==> config.mk <==
export PLATFORM = sky130hd
export DESIGN_NAME = seq_pattern_gen
export DESIGN_NICKNAME = d
export VERILOG_FILES = /design/src/rtl/seq_gen_pkg.sv /design/src/rtl/seq_shift_reg.sv /design/src/rtl/seq_pattern_gen.sv
export SDC_FILE = /design/constraint.sdc
export NUM_CORES = 1
export LEC_CHECK = 0
export BUFFER_PORTS_ARGS = -buffer_cell sky130_fd_sc_hd__buf_2
export CELL_PAD_IN_SITES_DETAIL_PLACEMENT = 1
export CELL_PAD_IN_SITES_GLOBAL_PLACEMENT = 2
export CORE_MARGIN = 2
export CORE_UTILIZATION = 30
export DETAILED_ROUTE_END_ITERATION = 16
export GPL_ROUTABILITY_DRIVEN = 0
export MAX_ROUTING_LAYER = met4
export PLACE_DENSITY_LB_ADDON = 0.15
export SYNTH_ARGS = -nofsm -noshare
export SYNTH_HDL_FRONTEND = slang
export SYNTH_SLANG_ARGS = --single-unit
==> constraint.sdc <==
create_clock -name clk -period 2.6 [get_ports clk]
set_input_delay 0.52 -clock clk [delete_from_list [all_inputs] [get_ports clk]]
set_output_delay 0.52 -clock clk [all_outputs]
set_load 0.02 [all_outputs]
==> src/rtl/seq_gen_pkg.sv <==
// Shared definitions for the serial pattern generator.
//   - Default parameter values for pattern width, repeat-count width and
//     the idle gap inserted between repetitions.
//   - FSM state encoding used by seq_pattern_gen.
package seq_gen_pkg;

   localparam int PAT_W_DEF   = 8;  // maximum pattern length in bits
   localparam int RPT_W_DEF   = 4;  // repeat-count width
   localparam int GAP_CYC_DEF = 2;  // idle cycles between repetitions

   typedef enum logic [1:0] {
      ST_IDLE  = 2'd0,
      ST_SHIFT = 2'd1,
      ST_GAP   = 2'd2,
      ST_DONE  = 2'd3
   } state_e;

endpackage : seq_gen_pkg

==> src/rtl/seq_shift_reg.sv <==
// Pattern shadow register and bit index for the pattern generator.
// Ports:
//   clk, rst_n  - clock, asynchronous active-low reset
//   load        - capture pattern_in/len_in, point index at bit len_in-1
//   pattern_in  - pattern to capture
//   len_in      - pattern length to capture (already range-checked)
//   shift       - step index down by one
//   reload      - point index back at bit len-1 of the captured length
//   last        - index currently at bit 0
//   next_bit    - bit that will be current after this clock edge; lets
//                 the parent register data_out with no added latency
module seq_shift_reg
   import seq_gen_pkg::*;
#(
   parameter  int PAT_W = PAT_W_DEF,
   localparam int LEN_W = $clog2(PAT_W) + 1,
   localparam int IDX_W = (PAT_W > 1) ? $clog2(PAT_W) : 1
) (
   input  logic             clk,
   input  logic             rst_n,
   input  logic             load,
   input  logic [PAT_W-1:0] pattern_in,
   input  logic [LEN_W-1:0] len_in,
   input  logic             shift,
   input  logic             reload,
   output logic             last,
   output logic             next_bit
);

   logic [PAT_W-1:0] pat_q, pat_d;
   logic [LEN_W-1:0] len_q, len_d;
   logic [IDX_W-1:0] idx_q, idx_d;

   always_comb begin
      // NOTE: every variable gets a default first so no path leaves it
      // unassigned; otherwise synthesis infers a latch.
      pat_d = pat_q;
      len_d = len_q;
      idx_d = idx_q;
      if (load) begin
         pat_d = pattern_in;
         len_d = len_in;
         idx_d = IDX_W'(len_in - LEN_W'(1));
      end else if (reload) begin
         // Restart from the top of the captured length, never from the
         // top of the physical register.
         idx_d = IDX_W'(len_q - LEN_W'(1));
      end else if (shift) begin
         idx_d = idx_q - IDX_W'(1);
      end
      next_bit = pat_d[idx_d];
      last     = (idx_q == '0);
   end

   // NOTE: the shadow registers are small flops, not a RAM, so they are
   // cleared by reset like any other state.
   always_ff @(posedge clk or negedge rst_n) begin
      if (!rst_n) begin
         // NOTE: sequential state uses non-blocking assignments so all
         // flops update together from pre-edge values.
         pat_q <= '0;
         len_q <= '0;
         idx_q <= '0;
      end else begin
         pat_q <= pat_d;
         len_q <= len_d;
         idx_q <= idx_d;
      end
   end

endmodule : seq_shift_reg

==> src/rtl/seq_pattern_gen.sv <==
// Serial pattern generator: sends pattern[len-1:0] MSB-first, repeat_n
// times (0 = until abort), with GAP_CYC idle cycles between repetitions.
// Ports:
//   clk, rst_n  - clock, asynchronous active-low reset
//   start       - request a transmission (sampled only in IDLE)
//   pattern     - bits to send
//   len         - number of bits to send, legal 1..PAT_W
//   repeat_n    - repetitions, 0 = continuous
//   abort       - end an active transmission at the next edge
//   data_out    - serial bit stream (0 when not valid)
//   data_valid  - data_out carries a pattern bit this cycle
//   busy        - block is not in IDLE
//   done        - one-cycle pulse on normal completion
// All outputs are flops loaded from next-state values, so the first bit
// is visible in the cycle right after the accepting edge.
module seq_pattern_gen
   import seq_gen_pkg::*;
#(
   parameter  int PAT_W   = PAT_W_DEF,
   parameter  int RPT_W   = RPT_W_DEF,
   parameter  int GAP_CYC = GAP_CYC_DEF,
   localparam int LEN_W   = $clog2(PAT_W) + 1
) (
   input  logic             clk,
   input  logic             rst_n,
   input  logic             start,
   input  logic [PAT_W-1:0] pattern,
   input  logic [LEN_W-1:0] len,
   input  logic [RPT_W-1:0] repeat_n,
   input  logic             abort,
   output logic             data_out,
   output logic             data_valid,
   output logic             busy,
   output logic             done
);

   localparam int GAP_W    = (GAP_CYC > 1) ? $clog2(GAP_CYC) : 1;
   localparam int GAP_LOAD = (GAP_CYC > 0) ? GAP_CYC - 1 : 0;

   state_e           state_q, state_d;
   logic [RPT_W-1:0] rpt_q, rpt_d;
   logic [GAP_W-1:0] gap_q, gap_d;
   logic             data_out_q, data_out_d;
   logic             data_valid_q, data_valid_d;
   logic             busy_q, busy_d;
   logic             done_q, done_d;

   logic len_ok;
   logic rpt_more;
   logic sr_load, sr_shift, sr_reload;
   logic sr_last, sr_next_bit;

   seq_shift_reg #(.PAT_W(PAT_W)) u_shift_reg (
      .clk        (clk),
      .rst_n      (rst_n),
      .load       (sr_load),
      .pattern_in (pattern),
      .len_in     (len),
      .shift      (sr_shift),
      .reload     (sr_reload),
      .last       (sr_last),
      .next_bit   (sr_next_bit)
   );

   assign len_ok = (len != '0) && (len <= LEN_W'(PAT_W));
   // Another repetition follows if running continuously (count 0) or if
   // more than the current repetition is still owed.
   assign rpt_more = (rpt_q == '0) || (rpt_q > RPT_W'(1));

   always_comb begin
      state_d   = state_q;
      rpt_d     = rpt_q;
      gap_d     = gap_q;
      sr_load   = 1'b0;
      sr_shift  = 1'b0;
      sr_reload = 1'b0;

      unique case (state_q)
         ST_IDLE: begin
            if (start && len_ok) begin
               state_d = ST_SHIFT;
               sr_load = 1'b1;
               rpt_d   = repeat_n;
            end
         end
         ST_SHIFT: begin
            if (abort) begin
               state_d = ST_IDLE;
            end else if (!sr_last) begin
               sr_shift = 1'b1;
            end else begin
               // Saturating decrement: continuous mode stays at 0.
               if (rpt_q != '0) rpt_d = rpt_q - RPT_W'(1);
               if (rpt_more) begin
                  sr_reload = 1'b1;
                  if (GAP_CYC > 0) begin
                     state_d = ST_GAP;
                     gap_d   = GAP_W'(GAP_LOAD);
                  end
               end else begin
                  state_d = ST_DONE;
               end
            end
         end
         ST_GAP: begin
            if (abort) begin
               state_d = ST_IDLE;
            end else if (gap_q == '0) begin
               state_d = ST_SHIFT;
            end else begin
               gap_d = gap_q - GAP_W'(1);
            end
         end
         ST_DONE: begin
            state_d = ST_IDLE;
         end
         default: begin
            state_d = ST_IDLE;
         end
      endcase

      data_valid_d = (state_d == ST_SHIFT);
      data_out_d   = data_valid_d & sr_next_bit;
      busy_d       = (state_d != ST_IDLE);
      done_d       = (state_d == ST_DONE);
   end

   always_ff @(posedge clk or negedge rst_n) begin
      if (!rst_n) begin
         state_q      <= ST_IDLE;
         rpt_q        <= '0;
         gap_q        <= '0;
         data_out_q   <= 1'b0;
         data_valid_q <= 1'b0;
         busy_q       <= 1'b0;
         done_q       <= 1'b0;
      end else begin
         state_q      <= state_d;
         rpt_q        <= rpt_d;
         gap_q        <= gap_d;
         data_out_q   <= data_out_d;
         data_valid_q <= data_valid_d;
         busy_q       <= busy_d;
         done_q       <= done_d;
      end
   end

   assign data_out   = data_out_q;
   assign data_valid = data_valid_q;
   assign busy       = busy_q;
   assign done       = done_q;

endmodule : seq_pattern_gen

-- Word level (Yosys, flattened, before mapping)
Index checks and enable logic that the tools add are counted.
- output and inout port bits: 4
- register bits: 25
- word-level logic and storage cells: 76
- bits of input ports: 20
- reductions and logical operators: 13
- bitwise gates (word level): 1
- equality and inequality tests: 11
- multiplexer cells: 33
- $lt $le $gt $ge: 3
- $add $sub $neg: 5
- operator list (kind ; count):
    1-bit two-way mux ; 16
    4-bit two-way mux ; 4
    2-bit inequality test, second input constant ; 6
    2-bit two-way mux ; 5
    5-bit AND reduction ; 2
    3-bit two-way mux ; 3
    3-bit by 1-bit subtractor with 3-bit output, second input constant ; 3
    8-bit two-way mux ; 1
    2-bit case mux with 4 select lines ; 1
    4-bit case mux with 2 select lines ; 1
    4-bit nonzero test ; 2
    2-bit equality test, second input constant ; 3
    2-bit nonzero test ; 3
    2-bit by 1-bit equality test with 1-bit output, second input constant ; 2
    4-bit by 1-bit > comparator with 1-bit output, second input constant ; 1
    4-bit <= comparator, second input constant ; 1
    4-bit logical NOT ; 1
    3-bit by 4-bit < comparator with 1-bit output, second input constant ; 1
    4-bit by 1-bit subtractor with 4-bit output, second input constant ; 1
    1-bit binary-select mux with 3-bit select ; 1
    3-bit logical NOT ; 1
    1-bit logical AND ; 2
    2-bit logical NOT ; 1
    1-bit case mux with 2 select lines ; 1
    other kinds (3) ; 3

-- Logic depth before layout (Yosys ltp)
- depth in word-level cells: 11
- mapped depth: 10
- gate-level depth less buffers: 9

-- Modules after synthesis
Synthesis repeated with hierarchy kept, for this count alone.
- cell total of the unflattened synthesis: 136
- area total of the unflattened synthesis: 1480.2 µm²
- by module, submodules not included (module ; area an instance (µm²) ; cells each ; instances ; seq. area each (µm²)):
    seq_shift_reg ; 782.0 ; 61 ; 1 ; 350.3
    seq_pattern_gen ; 698.2 ; 75 ; 1 ; 275.3

-- Least setup slack after synthesis
OpenSTA, ideal clock, no wires.
- path kind: flip-flop to flip-flop
- start: reg rpt_q[0]
- end: reg data_out_q, in the netlist data_out
- buffers on the path: 0
- setup time: 120 ps
- clock period less this slack: 2560 ps
- required time: 2480 ps
- stages on the path, launching flop included: 10
- data arrival time: 2440 ps
- setup slack: 40 ps
- path through: dfrtp_1 -> inv_1 -> ha_1 -> or4b_4 -> mux2i_4 -> a211oi_4 -> mux2i_1 -> a21oi_1 -> mux2_2 -> o211a_1
- word-level cells in the longest chain between the ends: 11
- elaborated cells between the ends (all ways): 17
- those cells by class: order compare: 1; eq/ne: 1; mux: 12; bitwise: 1; reduce/logical: 2
- RTL lines (what ; RTL line ; text):
    start, declared ; seq_pattern_gen.sv:41 ; logic [RPT_W-1:0] rpt_q, rpt_d;
    start signal, assigned ; seq_pattern_gen.sv:139 ; rpt_q <= rpt_d;
    4-bit by 1-bit > comparator with 1-bit output or 4-bit logical NOT (tied branches) ; seq_pattern_gen.sv:68 ; assign rpt_more = (rpt_q == '0) || (rpt_q > RPT_W'(1));
    1-bit logical OR (*) ; seq_pattern_gen.sv:68 ;
    1-bit two-way mux ; seq_pattern_gen.sv:94 ; if (rpt_more) begin
    1-bit two-way mux ; seq_pattern_gen.sv:89 ; end else if (!sr_last) begin
    1-bit two-way mux ; seq_pattern_gen.sv:87 ; if (abort) begin
    1-bit two-way mux ; seq_pattern_gen.sv:78 ; unique case (state_q)
    3-bit two-way mux ; seq_shift_reg.sv:44 ; end else if (reload) begin
    3-bit two-way mux ; seq_shift_reg.sv:40 ; if (load) begin
    1-bit binary-select mux with 3-bit select ; seq_shift_reg.sv:51 ; next_bit = pat_d[idx_d];
    1-bit two-way mux (implied by the code) ; seq_shift_reg.sv:51 ;
    1-bit bitwise AND (*) ; seq_pattern_gen.sv:123 ; data_out_d = data_valid_d & sr_next_bit;
    via data_out_d ; seq_pattern_gen.sv:43 ; logic data_out_q, data_out_d;
    end signal, assigned ; seq_pattern_gen.sv:141 ; data_out_q <= data_out_d;
    end, declared ; seq_pattern_gen.sv:43 ;
The timed path passes the listed nets; every way through them passes the cells marked *. The select of a mux whose other input is x is not followed.
A chain may end at the register's enable or synchronous reset.

-- Worst setup path after layout
Same ends and word-level chain as after synthesis.

==> metrics.cfg <==
[status]
outcome = finished clean

[timing]
period_needed_ns = 2.59
slew_headroom = 0.621
finalHoldViolCount = 0
worstMarginPinSlew_ns = 0.568
fmax_mhz = 386
report.final.slew_viol_count = 0
rsz0062_at_grt = yes
layout_worst_path_cycle_share = 0.998
fin_setup_tns_ns = 0
setup_violations = 0
fin_skew_ns = 0.00169
timing.final.ws_setup_ns = 0.00613

[logic_synthesis]
synth_top_cell_by_area = dfrtp_1
synth_cells = 144
synth_seq_cells = 25
synth_edf_count = 0
synth_mux_area_frac = 0.140
synth_area_leaders = dfrtp_1 (42%), mux2_2 (8.4%), ha_1 (5.1%)
synth_xor_area_frac = 0.0178
ys_warn_count = 0
synth-async-reset-ratio = 1.00
yosysMostFrequentCell = dfrtp_1
synth_compound_area_frac = 0.154
synth_nets = 170
synth-simple-area-share = 0.167
ys_seq_area_frac = 0.423
synth-main-ff-cell = dfrtp_1
avgSynthCellArea_um2 = 10.3
synth-adder-area-share = 0.0507
yosys-top-cells-count = dfrtp_1 (25), nand2_1 (15), inv_1 (12)
yosysUniqueCellTypes = 39
synth_top_area_share = 0.423
synth_top_family_by_area = simple AND/OR/NAND/NOR gates
synth_area_um2 = 1480

[global_routing]
grt_max_degree = 26
grt_util_met1 = 0.185
gr-usage-met3 = 0.0217
grt_pass1_wl_um = 6160
grt_pass1_vias = 1301
antenna_found_initial = 0
gr-usage-met2 = 0.259
globalRoute.busiestLayer = met2
globalRouteOverflowTotal = 0
globalRouteTotalUtil = 0.152

[detailed_routing]
num_vias = 1147
routed_wl_um = 3570
viasPerCell = 4.64
wl_per_cell_um = 14.4
drc = 0
ant_nets = 0
drtPass1Iterations = 4
drtIter0Drc = 66

[placement]
place_inst = 242
place_hpwl_um = 2880
dp_slack_ns = -0.0773
post_dp_cell_area_um2 = 1740
port_buffers = 23

[power_and_ir_drop]
leakagePower_nw = 0.841
power_density_nw_per_um2 = 1020
total_power_w = 0.00182
worst_ir_drop_vdd_v = 0.000444

[clock_network]
clk_pin_slew_worst_paths_ns = 0.09
hold_buffers = 0
cts_tree = yes
clock_latency_ns = 0.27
htree_levels = 1
clkSinkCount = 25
clockBufferDepth = 2
clock-root-buffer = clkbuf_8
cts_buffers = 3

[setup_path]
crit_required_ns = 2.76
r2r-start = rpt_q[0]
path_max_fanout = 5
slowest_delay_ns = 0.52
critical_path.top_delay_family = multiplexers
worstSetupEndpointType = flop
cp_num_buf_inv = 1
r2r_cells = 9
worst_ep_arrival_time_ns = 2.75
start_kind = flop
timing_worst_setup_path_type = reg2reg
crit_chain = inv_2, ha_2, or4b_4, mux2i_4, a211oi_4, mux2i_1, a21oi_1, mux2_2, o211a_1
cp_slowest_cell = or4b_4
reg2reg_slack_ns = 0.006
worstSetupStartpoint = rpt_q[0]
reg2reg_to = data_out

[hold_path]
min_path_type = in2async

[final_layout]
instances_no_fill = 247
diodes = 0
final_layout_size_suffix_gt1_frac = 0.328
postLayoutCellArea_um2 = 1790
nets = 207
syn2layout_area_growth_pct = 21.0

[die]
core_um2 = 4750
die_x_um = 74.2
io_pins = 24
initial_core_util = 0.311
rows = 25
die_h_um = 74.2
die_area_um2 = 5510

[job]
maxCapViolCount = 0

-- power breakdown --
group / switching (W) / internal (W)
logic: 0.000450 / 0.000449
registers: 0.000131 / 0.000558
clock network: 0.000125 / 0.000107
-- state kept, by name (all words and copies together), names as in the netlist --
register / cells
state_q: 2
done: 1
busy: 1
u_shift_reg.idx_q: 3
u_shift_reg.len_q: 3
gap_q: 1
data_valid: 1
u_shift_reg.pat_q: 8
rpt_q: 4
data_out: 1
-- placed cells by master (no fill, tap or decap), drive strengths merged, types with 2 or more instances in the layout --
cell type	count
mux2i	6
a211oi	3
a21boi	2
nand3b	3
a21oi	7
nor2b	3
o22ai	3
nor3b	3
inv	12
nand2	15
xor2	2
nor2	5
nand2b	2
nand3	4
clkbuf	3
and2	2
dfrtp	25
ha	6
mux2	12
o21ai	12
nor3	2
buf	35
-- per-stage QoR --
step,util,hold WS (ns)
global route,0.377,0.267
detailed placement,0.365,0.486
global placement,0.365,0.465
floorplan,-,0.224
finish,0.377,0.237
CTS,0.376,0.255
-- per-layer routing --
metal / wire [um] / share of wire
met1: 1620 / 0.46
met3: 87 / 0.024
met4: 29 / 0.0081
met5: 0 / 0
met2: 1830 / 0.51
-- worst register-to-register path, stage by stage, from the launching register on --
cell      delay [ns]
dfrtp_1         0.39
inv_2           0.05
ha_2            0.19
or4b_4          0.52
mux2i_4         0.22
a211oi_4        0.34
mux2i_1         0.24
a21oi_1         0.08
mux2_2          0.26
o211a_1         0.21
-- final cells by class --
type,instances,area (um2)
inverters,12,45.0
multi-input cells,104,786
clock buffers,3,41.3
well taps,67,83.8
repair buffers,35,205
flip-flops and latches,25,626
fillers,590,2960
clock inverters,1,5.00
-- worst max path at each step --
stage | end | depth (start not counted)
5_1_grt | data_out | 9
4_1_cts | data_out | 9
3_3_place_gp | data_out | 9
6_report | data_out | 9
3_5_place_dp | data_out | 9
2_1_floorplan | data_out | 9
-- kinds of logic after synthesis --
| kind of cell | count (synthesis) |
|---|---|
| mux | 18 |
| xor+xnor | 3 |
| fa+ha+maj | 6 |
| compound gates | 34 |
| simple gates | 43 |
| buf+inv | 15 |
| flops | 25 |
-- what timing repair did --
item                       CTS  global route
setup buffers                1             0
pin swaps                    1             0
setup endpoints to repair    1             1
gates resized for setup      0             2
(Power assumes the default switching activity.)
